`src/rtl/ls_serial_pkg.sv`:
```
// ls_serial_pkg: shared definitions for the ls74194-style serial link.
// Used by the receiver (ls_serial_rx) and intended for the matching transmitter.
package ls_serial_pkg;

   typedef enum logic [1:0] {
      IDLE   = 2'd0,
      DATA   = 2'd1,
      PARITY = 2'd2,
      STOP   = 2'd3
   } rx_state_t;

   localparam logic START_LEVEL = 1'b0;
   localparam logic STOP_LEVEL  = 1'b1;
   localparam logic IDLE_LEVEL  = 1'b1;

endpackage

```
`src/rtl/ls_sipo_core.sv`:
```
// ls_sipo_core: WIDTH-bit serial-in parallel-out shift register.
// shift_right=1 enters sin at the MSB and moves bits toward q[0];
// shift_right=0 enters sin at the LSB and moves bits toward q[WIDTH-1],
// matching the two shift modes of the ls74194 used by the transmitter.
module ls_sipo_core #(
   parameter int WIDTH = 4
) (
   input  logic             clk,
   input  logic             clear_n,
   input  logic             shift_en,
   input  logic             shift_right,
   input  logic             sin,
   output logic [WIDTH-1:0] q
);

   // Shift one position per enabled edge in the selected direction.
   always_ff @(posedge clk or negedge clear_n) begin
      if (!clear_n) begin
         q <= '0;
      end else if (shift_en) begin
         if (shift_right) begin
            q <= {sin, q[WIDTH-1:1]};
         end else begin
            q <= {q[WIDTH-2:0], sin};
         end
      end
   end

endmodule

```
`src/rtl/ls_serial_rx.sv`:
```
// ls_serial_rx: framed serial-to-parallel receiver.
// Frame: start(0), WIDTH data bits, [even parity bit], stop(1), one bit per bit_en.
// Optional parity checking and the parity_err port are enabled by defining
// LS_SERIAL_RX_PARITY_CHECK_EN.
//
// state  | meaning
// IDLE   | waiting for a start bit on a strobe
// DATA   | shifting in WIDTH data bits
// PARITY | sampling the parity bit (parity build only)
// STOP   | sampling the stop bit, then publishing or flagging the frame
module ls_serial_rx
   import ls_serial_pkg::*;
#(
   parameter int WIDTH = 4
) (
   input  logic             clk,
   input  logic             clear_n,
   input  logic             bit_en,
   input  logic             sin,
   input  logic             lsb_first,
   output logic [WIDTH-1:0] q,
   output logic             valid,
   output logic             frame_err,
   output logic             busy
`ifdef LS_SERIAL_RX_PARITY_CHECK_EN
   ,
   output logic             parity_err
`endif
);

   localparam int CW = (WIDTH > 1) ? $clog2(WIDTH) : 1;
   localparam logic [CW-1:0] LAST_BIT = CW'(WIDTH - 1);

   rx_state_t        state, state_nxt;
   logic [CW-1:0]    cnt, cnt_nxt;
   logic             order, order_nxt;
   logic [WIDTH-1:0] q_nxt;
   logic             valid_nxt;
   logic             ferr_nxt;
   logic             shift_en;
   logic [WIDTH-1:0] shreg;
`ifdef LS_SERIAL_RX_PARITY_CHECK_EN
   logic             par_bad, par_bad_nxt;
   logic             perr_nxt;
`endif

   // Data shift register; direction follows the order flag latched at start.
   ls_sipo_core #(.WIDTH(WIDTH)) u_sipo (
      .clk         (clk),
      .clear_n     (clear_n),
      .shift_en    (shift_en),
      .shift_right (order),
      .sin         (sin),
      .q           (shreg)
   );

   // State, counter, order flag and registered outputs.
   always_ff @(posedge clk or negedge clear_n) begin
      if (!clear_n) begin
         state     <= IDLE;
         cnt       <= '0;
         order     <= 1'b0;
         q         <= '0;
         valid     <= 1'b0;
         frame_err <= 1'b0;
`ifdef LS_SERIAL_RX_PARITY_CHECK_EN
         par_bad    <= 1'b0;
         parity_err <= 1'b0;
`endif
      end else begin
         state     <= state_nxt;
         cnt       <= cnt_nxt;
         order     <= order_nxt;
         q         <= q_nxt;
         valid     <= valid_nxt;
         frame_err <= ferr_nxt;
`ifdef LS_SERIAL_RX_PARITY_CHECK_EN
         par_bad    <= par_bad_nxt;
         parity_err <= perr_nxt;
`endif
      end
   end

   // Next-state and next-output decode; nothing advances without a strobe.
   always_comb begin
      state_nxt = state;
      cnt_nxt   = cnt;
      order_nxt = order;
      q_nxt     = q;
      valid_nxt = 1'b0;
      ferr_nxt  = 1'b0;
      shift_en  = 1'b0;
`ifdef LS_SERIAL_RX_PARITY_CHECK_EN
      par_bad_nxt = par_bad;
      perr_nxt    = 1'b0;
`endif
      if (bit_en) begin
         case (state)
            IDLE: begin
               if (sin == START_LEVEL) begin
                  state_nxt = DATA;
                  cnt_nxt   = '0;
                  order_nxt = lsb_first;
               end
            end
            DATA: begin
               shift_en = 1'b1;
               if (cnt == LAST_BIT) begin
`ifdef LS_SERIAL_RX_PARITY_CHECK_EN
                  state_nxt = PARITY;
`else
                  state_nxt = STOP;
`endif
               end else begin
                  cnt_nxt = cnt + 1'b1;
               end
            end
`ifdef LS_SERIAL_RX_PARITY_CHECK_EN
            PARITY: begin
               // All data bits are in shreg by now; even parity means XOR is 0.
               par_bad_nxt = (^shreg) ^ sin;
               state_nxt   = STOP;
            end
`endif
            STOP: begin
               state_nxt = IDLE;
               if (sin == STOP_LEVEL) begin
`ifdef LS_SERIAL_RX_PARITY_CHECK_EN
                  if (par_bad) begin
                     perr_nxt = 1'b1;
                  end else begin
                     q_nxt     = shreg;
                     valid_nxt = 1'b1;
                  end
`else
                  q_nxt     = shreg;
                  valid_nxt = 1'b1;
`endif
               end else begin
                  ferr_nxt = 1'b1;
               end
            end
            default: state_nxt = IDLE;
         endcase
      end
   end

   assign busy = (state != IDLE);

endmodule

```
`config.mk`:
```
export PLATFORM = sky130hd
export DESIGN_NAME = ls_serial_rx
export DESIGN_NICKNAME = d
export VERILOG_FILES = /design/src/rtl/ls_serial_pkg.sv /design/src/rtl/ls_sipo_core.sv /design/src/rtl/ls_serial_rx.sv
export SDC_FILE = /design/constraint.sdc
export NUM_CORES = 1
export LEC_CHECK = 0
export CAP_MARGIN = 20
export CORE_AREA = 2 2 39 41
export CTS_CLUSTER_DIAMETER = 50
export CTS_CLUSTER_SIZE = 12
export DETAILED_ROUTE_END_ITERATION = 10
export DIE_AREA = 0 0 41 43
export PLACE_DENSITY = 0.79
export SLEW_MARGIN = 5
export SYNTH_ARGS = -nofsm -noshare
export SYNTH_HDL_FRONTEND = slang
export SYNTH_SLANG_ARGS = --single-unit
```
`constraint.sdc`:
```
create_clock -name clk -period 4 [get_ports clk]
set_input_delay 0.4 -clock clk [delete_from_list [all_inputs] [get_ports clk]]
set_output_delay 0.4 -clock clk [all_outputs]
set_load 0.02 [all_outputs]
```
# Word level (Yosys, flattened, before mapping)

Index checks and enable logic that the tools add are counted.

Bits in registers: 15
Input port bits: 5
Logic and storage cells: 37

Add/subtract/negate cells: 1
Equal/unequal tests: 6
Multiplexer cells: 15
Bitwise gates (word level): 1
Reductions and logical operators: 7

Operators by type and width:

| kind                | number |
|---|---|
| $reduce_and 3->1    | 3 |
| $mux 1              | 8 |
| $mux 2              | 4 |
| $pmux 2 s2          | 2 |
| $ne 2x2->1 const B  | 3 |
| $eq 2x2->1 const B  | 2 |
| $mux 4              | 1 |
| $reduce_and 4->1    | 1 |
| $reduce_bool 2->1   | 2 |
| $add 2x1->2 const B | 1 |
| $eq 2x1->1 const B  | 1 |
| $logic_not 2->1     | 1 |
| $not 1->1           | 1 |

# Longest topological paths before layout

Gate-level depths: netlist of run 1.

Depth in word-level cells: 3
Mapped depth: 4

# Cells and area by module

From an unflattened synthesis of run 1, not the netlist that was laid out.

Cells, all modules: 55
Area, all modules: 671.9 um^2

Modules (own cells, without submodules):

| module       | instances | cells an instance | area each (um^2) | sequential area each (um^2) |
|---|---|---|---|---|
| ls_serial_rx | 1         | 37                | 488.0            | 275.3 |
| ls_sipo_core | 1         | 18                | 183.9            | 100.1 |

# Worst setup path before layout of run 1

OpenSTA, ideal clock, no wires.

Kind: register -> register
Start point: register state[0]
End point: register order
Arrival: 1237 ps
Required time: 3872 ps
Slack: 2635 ps
Stages on the path, launching flop included: 5
Clock period less this slack: 1365 ps
Cells stage by stage: dfrtp_1 buf_6 or2_4 nor3b_2 mux2_1

Word-level cells in the longest chain between the ends: 2

RTL lines:

| item                              | RTL line           | source |
|---|---|---|
| start, declared                   | ls_serial_rx.sv:34 | `rx_state_t state, state_nxt;` |
| start signal, assigned            | ls_serial_rx.sv:71 | `state <= state_nxt;` |
| $logic_not 2->1                   | ls_serial_rx.sv:98 | `case (state)` |
| $reduce_and 3->1 (no source line) | n/a                |  |
| end signal, assigned              | ls_serial_rx.sv:73 | `order <= order_nxt;` |
| end, declared                     | ls_serial_rx.sv:36 | `logic order, order_nxt;` |

No other way between the ends.
A chain may end at the register's enable or synchronous reset.

# Final worst setup path of run 1

Start point: register state[0]
End point: output busy

Word-level cells in the longest chain between the ends: 1

RTL lines:

| item              | RTL line            | source |
|---|---|---|
| $reduce_bool 2->1 | ls_serial_rx.sv:148 | `assign busy = (state != IDLE);` |
| end, declared     | ls_serial_rx.sv:24  | `output logic busy` |

No other way between the ends.

==> impl.org, run 1 <==
** Timing
- Final hold analysis gives a worst-case slack of about 0.51 ns.
- Count of endpoints failing hold in the final timing report :: 0
- After layout, the minimum clock period comes to around 2 ns.
- Across the routed clock network, the largest skew measured is roughly 0.0087 ns.
- Fmax achieved :: 0.511 GHz
- Setup repair after global routing left no endpoint under its margin.
- Setup total negative slack on the finished layout was measured at 0 ns.
- Max_slew headroom :: 56.2%
- Final Setup Violations :: 0
- Dividing the final minimum period by the clock period gives approximately half.
- The total count of max-transition violations in the final report came to 0.
- Least-Margin Pin Slew :: ~0.65 ns

** Critical path
- The critical path is of the flip-flop to output pin type.
- R2r startpoint :: state[0]
- CP Launch Type :: flip-flop
- The worst setup path is captured at an output pin.
- Worst Setup SP :: state[0]
- Signal arrival time at the worst endpoint :: between 1.5 and 2 ns
- STA puts the critical path data required time at between 3 and 4 ns.
- Maximum fanout count along the critical path :: 10

** Synth
- Of the synthesized area, sequential elements account for 56.5%.
- Counting flops with an async set or reset pin after synthesis yields a share of between 90% and 100%.
- A synthesized cell averages about 12 um^2.
- Counting flops and latches in the post-synthesis netlist gives 15.
- Largest cells by area after synthesis :: dfrtp_1 56%, mux2_2 10%, mux2i_1 6.0%
- Number of enable-type register cells in the synthesized netlist :: 0
- Summing every instance area after synthesis gives 664 um^2.
- Cell count after synthesis :: 54
- Yosys printed 0 warnings.
- Yosys mapped the design onto 20 distinct sky130hd cell types.
- Fraction of post-synthesis cell area in the top cell type by area :: a little under three fifths
- Summed over all instances, the cell type with the most area after synthesis is dfrtp_1.
- Leading register cell type out of synthesis :: dfrtp_1
- Counting every net in the synthesized netlist gives 60.

** Finish
- Final Non-Filler Cells :: 82
- Most common cell after layout, fill and taps aside :: dfrtp_1
- Commonest cells after routing, fill and taps aside :: 15 x dfrtp_1, 11 x clkdlybuf4s50_1, 6 x mux2_2
- Nets@finish :: 73
- Area of combinational cells with multiple inputs :: around 260 um^2
- In the final layout, flip-flops and latches occupy 375 um^2.
- The post-route netlist has between 10% and 20% of its cells at a drive strength greater than 1.
- Number of filler instances in the final layout :: 129
- From synthesis to final layout, the design area changed by 20.5%.
- Antenna fix cells :: 0

** CTS
- Root buffer cell :: clkbuf_4
- CTS-repair resized insts :: 0
- No sink is reached through more buffers than the 2 on the longest clock path.
- H-tree depth reported by CTS :: 1
- The number of setup buffers added after CTS is 0.
- Number of buffers added by the clock tree synthesis step :: 3
- CTS saw 15 sinks.
- The number of hold buffers added after CTS was 0.
- Clock latency at the later pin of the worst-skew pair :: roughly 0.28 ns
- TritonCTS built the clock tree.
- After clock tree synthesis, the clock-pin slew on the worst setup and hold paths is ~0.09 ns.

** Floorplanning
- Width of the chip :: around 40 um
- Overall die area :: ~0.0018 mm^2
- Area of the placeable core :: between 0.001 and 0.0015 mm^2
- IO Count :: 12
- Once the floorplan was initialized, standard cells occupied 48.0% of the core.
- The die is roughly 43 um tall.
- In this run the core area contains 14 standard-cell rows.

** Place
- Post-Place Cells :: 78
- GPL Wtd Cong :: ~0.7
- Detailed placement ended at an HPWL of ~820 um.
- The count of buffers added on input and output ports is 11.

** Hold path
- In this run the worst hold path is classified as primary input to async pin.

** Route
- Routed wire length :: 1130 um
- Number of detailed-route iterations in the first pass :: 4
- Using the TritonRoute via totals, the vias-per-cell ratio works out to approximately 5.6.
- After detailed routing, the number of remaining DRC violations is 0.
- Total via count in the routed design :: about 460
- After detailed routing, the average wire length per cell comes to 13.8 um.
- Detail Route Antenna Nets :: 0
- Starting DRT DRC Count :: 8

** Global routing
- Number of global-route vias before repair :: 404
- Largest net degree at the start of global routing :: 16
- Gr usage total :: around 15%
- For this run the aggregate overflow at the end of global routing stands at 0.
- The number of antenna violations at the first check in global routing is 0.
- The first global-routing pass estimated 1670 um of wire.

** Status
- Status :: completed

** Pwr
- VDD sags by at most 0.000269 V.
- Total power per unit cell area :: ~700 mW/mm^2
- Leakage dissipation :: approximately 0.00037 uW

** Run
- Across the run, the number of max-cap violations was 0.
## cell families after synthesis
family | synth area share, %
simple gates | 12.4
flops | 56.5
mux | 17.9
fa+ha+maj | 1.88
buf+inv | 4.71
compound gates | 6.59
## area by class of cell
class / instances / area share [%]
flip-flops and latches: 15 / 46.9
multi-input cells: 33 / 32.2
repair buffers: 11 / 13.8
clock buffers: 4 / 3.28
well taps: 16 / 2.50
inverters: 3 / 1.41
## where the power goes
| group | switching (uW) | internal [uW] | total, uW |
|---|---|---|---|
| clock | 45.9 | 38.7 | 84.6 |
| combinational | 92.4 | 116 | 209 |
| sequential | 56.0 | 209 | 265 |
## path summary, 6_finish.rpt
check / end / slack (ns) / depth (start not counted)
hold / removal: q[3] / 0.51 / 1
setup reg to reg: order / 2.63 / 3
max in group asynchronous: state[0] / 3.06 / 1
hold reg to reg: q[3] / 0.51 / 1
min in group clk: q[3] / 0.51 / 1
setup / recovery: busy / 2.04 / 2
## stage by stage
step | power, uW | setup slack [ns] | util [%] | cell area, um^2
2_1_floorplan | 408 | 2.64 | - | 664
5_1_grt | 595 | 1.99 | 57.9 | 801
3_5_place_dp | 479 | 2.16 | 56.0 | 774
3_3_place_gp | 468 | 2.17 | 56.0 | 774
4_1_cts | 566 | 2.03 | 57.9 | 801
6_report | 558 | 2.04 | 57.9 | 801
## registers in the layout (all words and copies together), names as in the netlist
name / flops
cnt: 2
frame_err: 1
order: 1
q: 4
state: 2
u_sipo.q: 4
valid: 1
## critical path: stages (launching register included)
cell             delay [ns]
dfrtp_1                0.47
or2_4                  0.27
clkdlybuf4s50_1        0.54
## synthesized netlist by cell type, types with 2 or more instances
cell type	count
a21oi_1	2
mux2_2	6
nand2_1	5
dfrtp_1	15
o21ai_0	5
inv_1	3
mux2i_1	4
nand4_1	2
## metal layers
metal / routed length (um) / GRT usage, % / vias up
met4: 31 / 14.0 / 0
met5: 0 / 0 / -
met2: 552 / 21.6 / 11
met3: 50 / 3.14 / 4
met1: 498 / 17.4 / 226
li1: - / - / 216
(Power assumes the default switching activity.)
==> run 2: changes to the inputs <==
--- a/config.mk
+++ b/config.mk
@@ -6,12 +6,11 @@
 export NUM_CORES = 1
 export LEC_CHECK = 0
 export CAP_MARGIN = 20
-export CORE_AREA = 2 2 39 41
+export CORE_UTILIZATION = 44
 export CTS_CLUSTER_DIAMETER = 50
 export CTS_CLUSTER_SIZE = 12
 export DETAILED_ROUTE_END_ITERATION = 10
-export DIE_AREA = 0 0 41 43
-export PLACE_DENSITY = 0.79
+export PLACE_DENSITY = 0.74
 export SLEW_MARGIN = 5
 export SYNTH_ARGS = -nofsm -noshare
 export SYNTH_HDL_FRONTEND = slang
==> constraint.sdc (replaced) <==
create_clock -name clk -period 1.8 [get_ports clk]
set_input_delay 0.18 -clock clk [delete_from_list [all_inputs] [get_ports clk]]
set_output_delay 0.18 -clock clk [all_outputs]
set_load 0.02 [all_outputs]
==> run 2 against run 1 <==
Effect of this change:
- non-clock buffer count increased by 3
- register-to-register slack worse by 2.2 ns
- sequential power is 120% higher
- critical endpoint unchanged
- largest power group unchanged
==> impl.org, run 2 (synthesis gave the netlist of run 1 again) <==
** Route
- The total number of vias was 446 (-2.4%).
- The number of nets still failing antenna checks after routing was 0 (unchanged).
- The final routed DRC violation total is 0 (unchanged).
- The detailed router's first-iteration violation count is 8 (unchanged).
- Number of detailed-route iterations in the first pass :: 4 (unchanged)
- The post-detailed-route via-to-cell ratio is 5.31 (-4.7%).
- The final routed wire length divided by cell count is 13.3 um (-3.6%).
- The final routed wirelength across all metal layers was 1120 um (-1.2%).

** Global routing
- The global-route track usage on met3 is 9.78% (+6.6 points).
- GRT Max-Usage Layer :: met2
- GR Util met2 :: 27.0% (+5.4 points)
- Number of global-route vias before repair :: 409 (+1.2%)
- First-pass GRT wire length :: 1680 um (+0.84%)
- Largest net degree at the start of global routing :: 16 (unchanged)
- Gr usage total :: 16.6% (+1.5 points)
- The met1 usage came to 17.9% (+0.46 points).
- Number of antenna violations at the first check in global routing :: 0 (unchanged)
- The remaining global-route overflow is 0 (unchanged).

** CTS
- The number of instances resized during post-cts repair is 0 (unchanged).
- The number of hold-repair buffers added at the cts stage was 0 (unchanged).
- Root buffer cell :: clkbuf_4
- Number of buffers added by the clock tree synthesis step :: 3 (unchanged)
- Register clock-pin slew on the reported worst setup and hold paths :: 0.09 ns (about the same)
- Clock latency at the later pin of the worst-skew pair :: 0.28 ns (about the same)
- The number of buffers on the longest clock path came to 2 (unchanged).
- Setup Buffers After CTS :: 0 (unchanged)
- H-tree depth reported by CTS :: 1 (unchanged)
- TritonCTS built the clock tree.
- The clock net sink count came to 15 (unchanged).

** Timing
- Fmax achieved :: around 0.58 GHz
- In the finished design, the share of the clock period the worst path needs comes to a little over nine tenths.
- The actual transition at the worst max-transition pin came to 0.267 ns (-0.388 ns).
- Clock skew :: 0.00888 ns (+0.000195 ns)
- Setup repair after global routing left no endpoint under its margin.
- Final min period :: approximately 1.7 ns
- Final setup slack of the worst path :: 0.0786 ns (-1.96 ns)
- The relative max-transition margin was 82.1% (+26 points).
- The final setup violation count was 0 (unchanged).
- Setup total negative slack :: 0 ns (unchanged)
- The total count of max-transition violations in the final report came to 0 (unchanged).
- Count of endpoints failing hold in the final timing report :: 0 (unchanged)

** Critical path
- Maximum fanout count along the critical path :: 7 (-3)
- Slack of the worst reg-to-reg path :: 0.44 ns (-2.19 ns)
- Walking the worst path, the cells encountered are or2_4 > clkdlybuf4s50_1.
- Instance count on the critical path :: 2 (unchanged)
- In this design, the largest share of critical-path delay is due to buffers and inverters.
- Worst Setup SP :: state[1]
- The data required time at the worst endpoint came to 1.62 ns (-1.98 ns).
- Delay of the slowest cell on the worst path :: 0.53 ns (about the same)
- Terminus of the critical flop-to-flop path :: order
- End of the critical path :: busy
- The critical path data arrival time is 1.54 ns (-0.02 ns).
- Element type at the critical path end :: output pin
- The slowest stage of the critical path is the clkdlybuf4s50_1 cell.
- Buffer and inverter count on the worst path :: 1 (unchanged)
- CP Launch Type :: flip-flop
- In this run the critical register-to-register path is launched from state[1].
- CP Class :: flip-flop to output pin
- Count of cells along the worst register-to-register path :: 3 (unchanged)

** Finish
- Area Overhead vs Synth :: 23.9%
- The final cell count without fillers is 84 (+2.4%).
- In the final layout, the registers with the most flip-flops are q (4), u_sipo.q (4).
- Most common cell after layout, fill and taps aside :: dfrtp_1
- Commonest cells after routing, fill and taps aside :: 15 x dfrtp_1, 11 x clkdlybuf4s50_1, 6 x mux2_2
- Antenna fix cells :: 0 (unchanged)
- Final core area utilization :: 61.0% (+3.1 points)
- Share of layout cells above drive strength 1 :: 21.7% (+5.1 points)
- Nets@finish :: 76 (+4.1%)
- The count of fill cells added during filler insertion is 123 (-4.7%).

** Floorplanning
- The x dimension of the die was 40.9 um (-0.34%).
- Initial Util :: 49.2% (+1.2 points)
- The boundary pin count came to 12 (unchanged).
- Vertical die dimension :: 40.9 um (-5.0%)
- The core box area was 0.00135 mm^2 (-2.4%).
- The die area is 0.00167 mm^2 (-5.3%).
- The standard-cell row count came to 13 (-1).

** Status
- Status :: completed

** Pwr
- The worst-case vdd ir drop is 0.000712 V (+160%).
- The leakage power total came to 0.000384 uW (+4.6%).
- The total power density per cell area was 1520 mW/mm^2 (+120%).

** Run
- The max-capacitance violation count came to 0 (unchanged).

** Place
- HPWL after detailed placement :: 819 um (+0.16%)
- Dpl ws :: 0.199 ns (-1.96 ns)
- GPL Wtd Cong :: 0.756 (+10%)
- The count of input and output buffers was 11 (unchanged).
- The cell count after placement came to 80 (+2.6%).

** Hold path
- Hold WC Path Type :: primary input to async pin
## run 2: cell count changes in the layout (fill, tap and decap cells not counted)
cell	before	now
clkinv_2	0	1
buf_4	0	3
clkbuf_1	1	0
## run 2: metrics by stage
step           area (um^2)  power (uW)  hold slack [ns]
2_1_floorplan          664         908           -0.116
3_3_place_gp           796        1050            0.487
3_5_place_dp           796        1080            0.498
4_1_cts                823        1270            0.206
5_1_grt                823        1350            0.220
6_report               823        1250            0.204
## run 2: routing by layer
metal  share of wire (%)  vias up
met5                   0        -
met4                   0        0
met3                 6.0        0
met2                  46       12
met1                  48      214
li1                    -      220
## run 2: report_power, final
| group | leakage, uW | switching [uW] | internal (uW) |
|---|---|---|---|
| Combinational | 0.000174 | 220 | 273 |
| Sequential | 0.000193 | 114 | 464 |
| Clock | 0.0000177 | 101 | 82.4 |
| Total | 0.000384 | 435 | 820 |
## run 2: layout make-up
type,instances,area [um^2],share of cell area (%)
timing repair buffer,14,133,16.1
clock inverter,1,5.00,0.608
tap,15,18.8,2.28
sequential,15,375,45.6
clock buffer,3,22.5,2.74
multi-input combinational,33,258,31.3
inverter,3,11.3,1.37
## run 2: how the worst min path moves through the flow
| stage | startpoint | endpoint | cells past startpoint | slack (ns) |
|---|---|---|---|---|
| after floorplan | clear_n | cnt[0] | 0 | -0.12 |
| after global placement | q[3] | q[3] | 1 | 0.49 |
| after detailed placement | q[0] | q[0] | 1 | 0.50 |
| after CTS | clear_n | q[3] | 2 | 0.21 |
| after global routing | clear_n | u_sipo.q[2] | 2 | 0.22 |
| final | clear_n | q[3] | 2 | 0.20 |
==> run 3: changes to the inputs <==
--- a/config.mk
+++ b/config.mk
@@ -11,7 +11,7 @@
 export CTS_CLUSTER_SIZE = 12
 export DETAILED_ROUTE_END_ITERATION = 10
 export PLACE_DENSITY = 0.74
-export SLEW_MARGIN = 5
+export SLEW_MARGIN = 20
 export SYNTH_ARGS = -nofsm -noshare
 export SYNTH_HDL_FRONTEND = slang
 export SYNTH_SLANG_ARGS = --single-unit
==> results of run 3 <==
No change in the layout: final DEF, timing and power equal those of run 2.
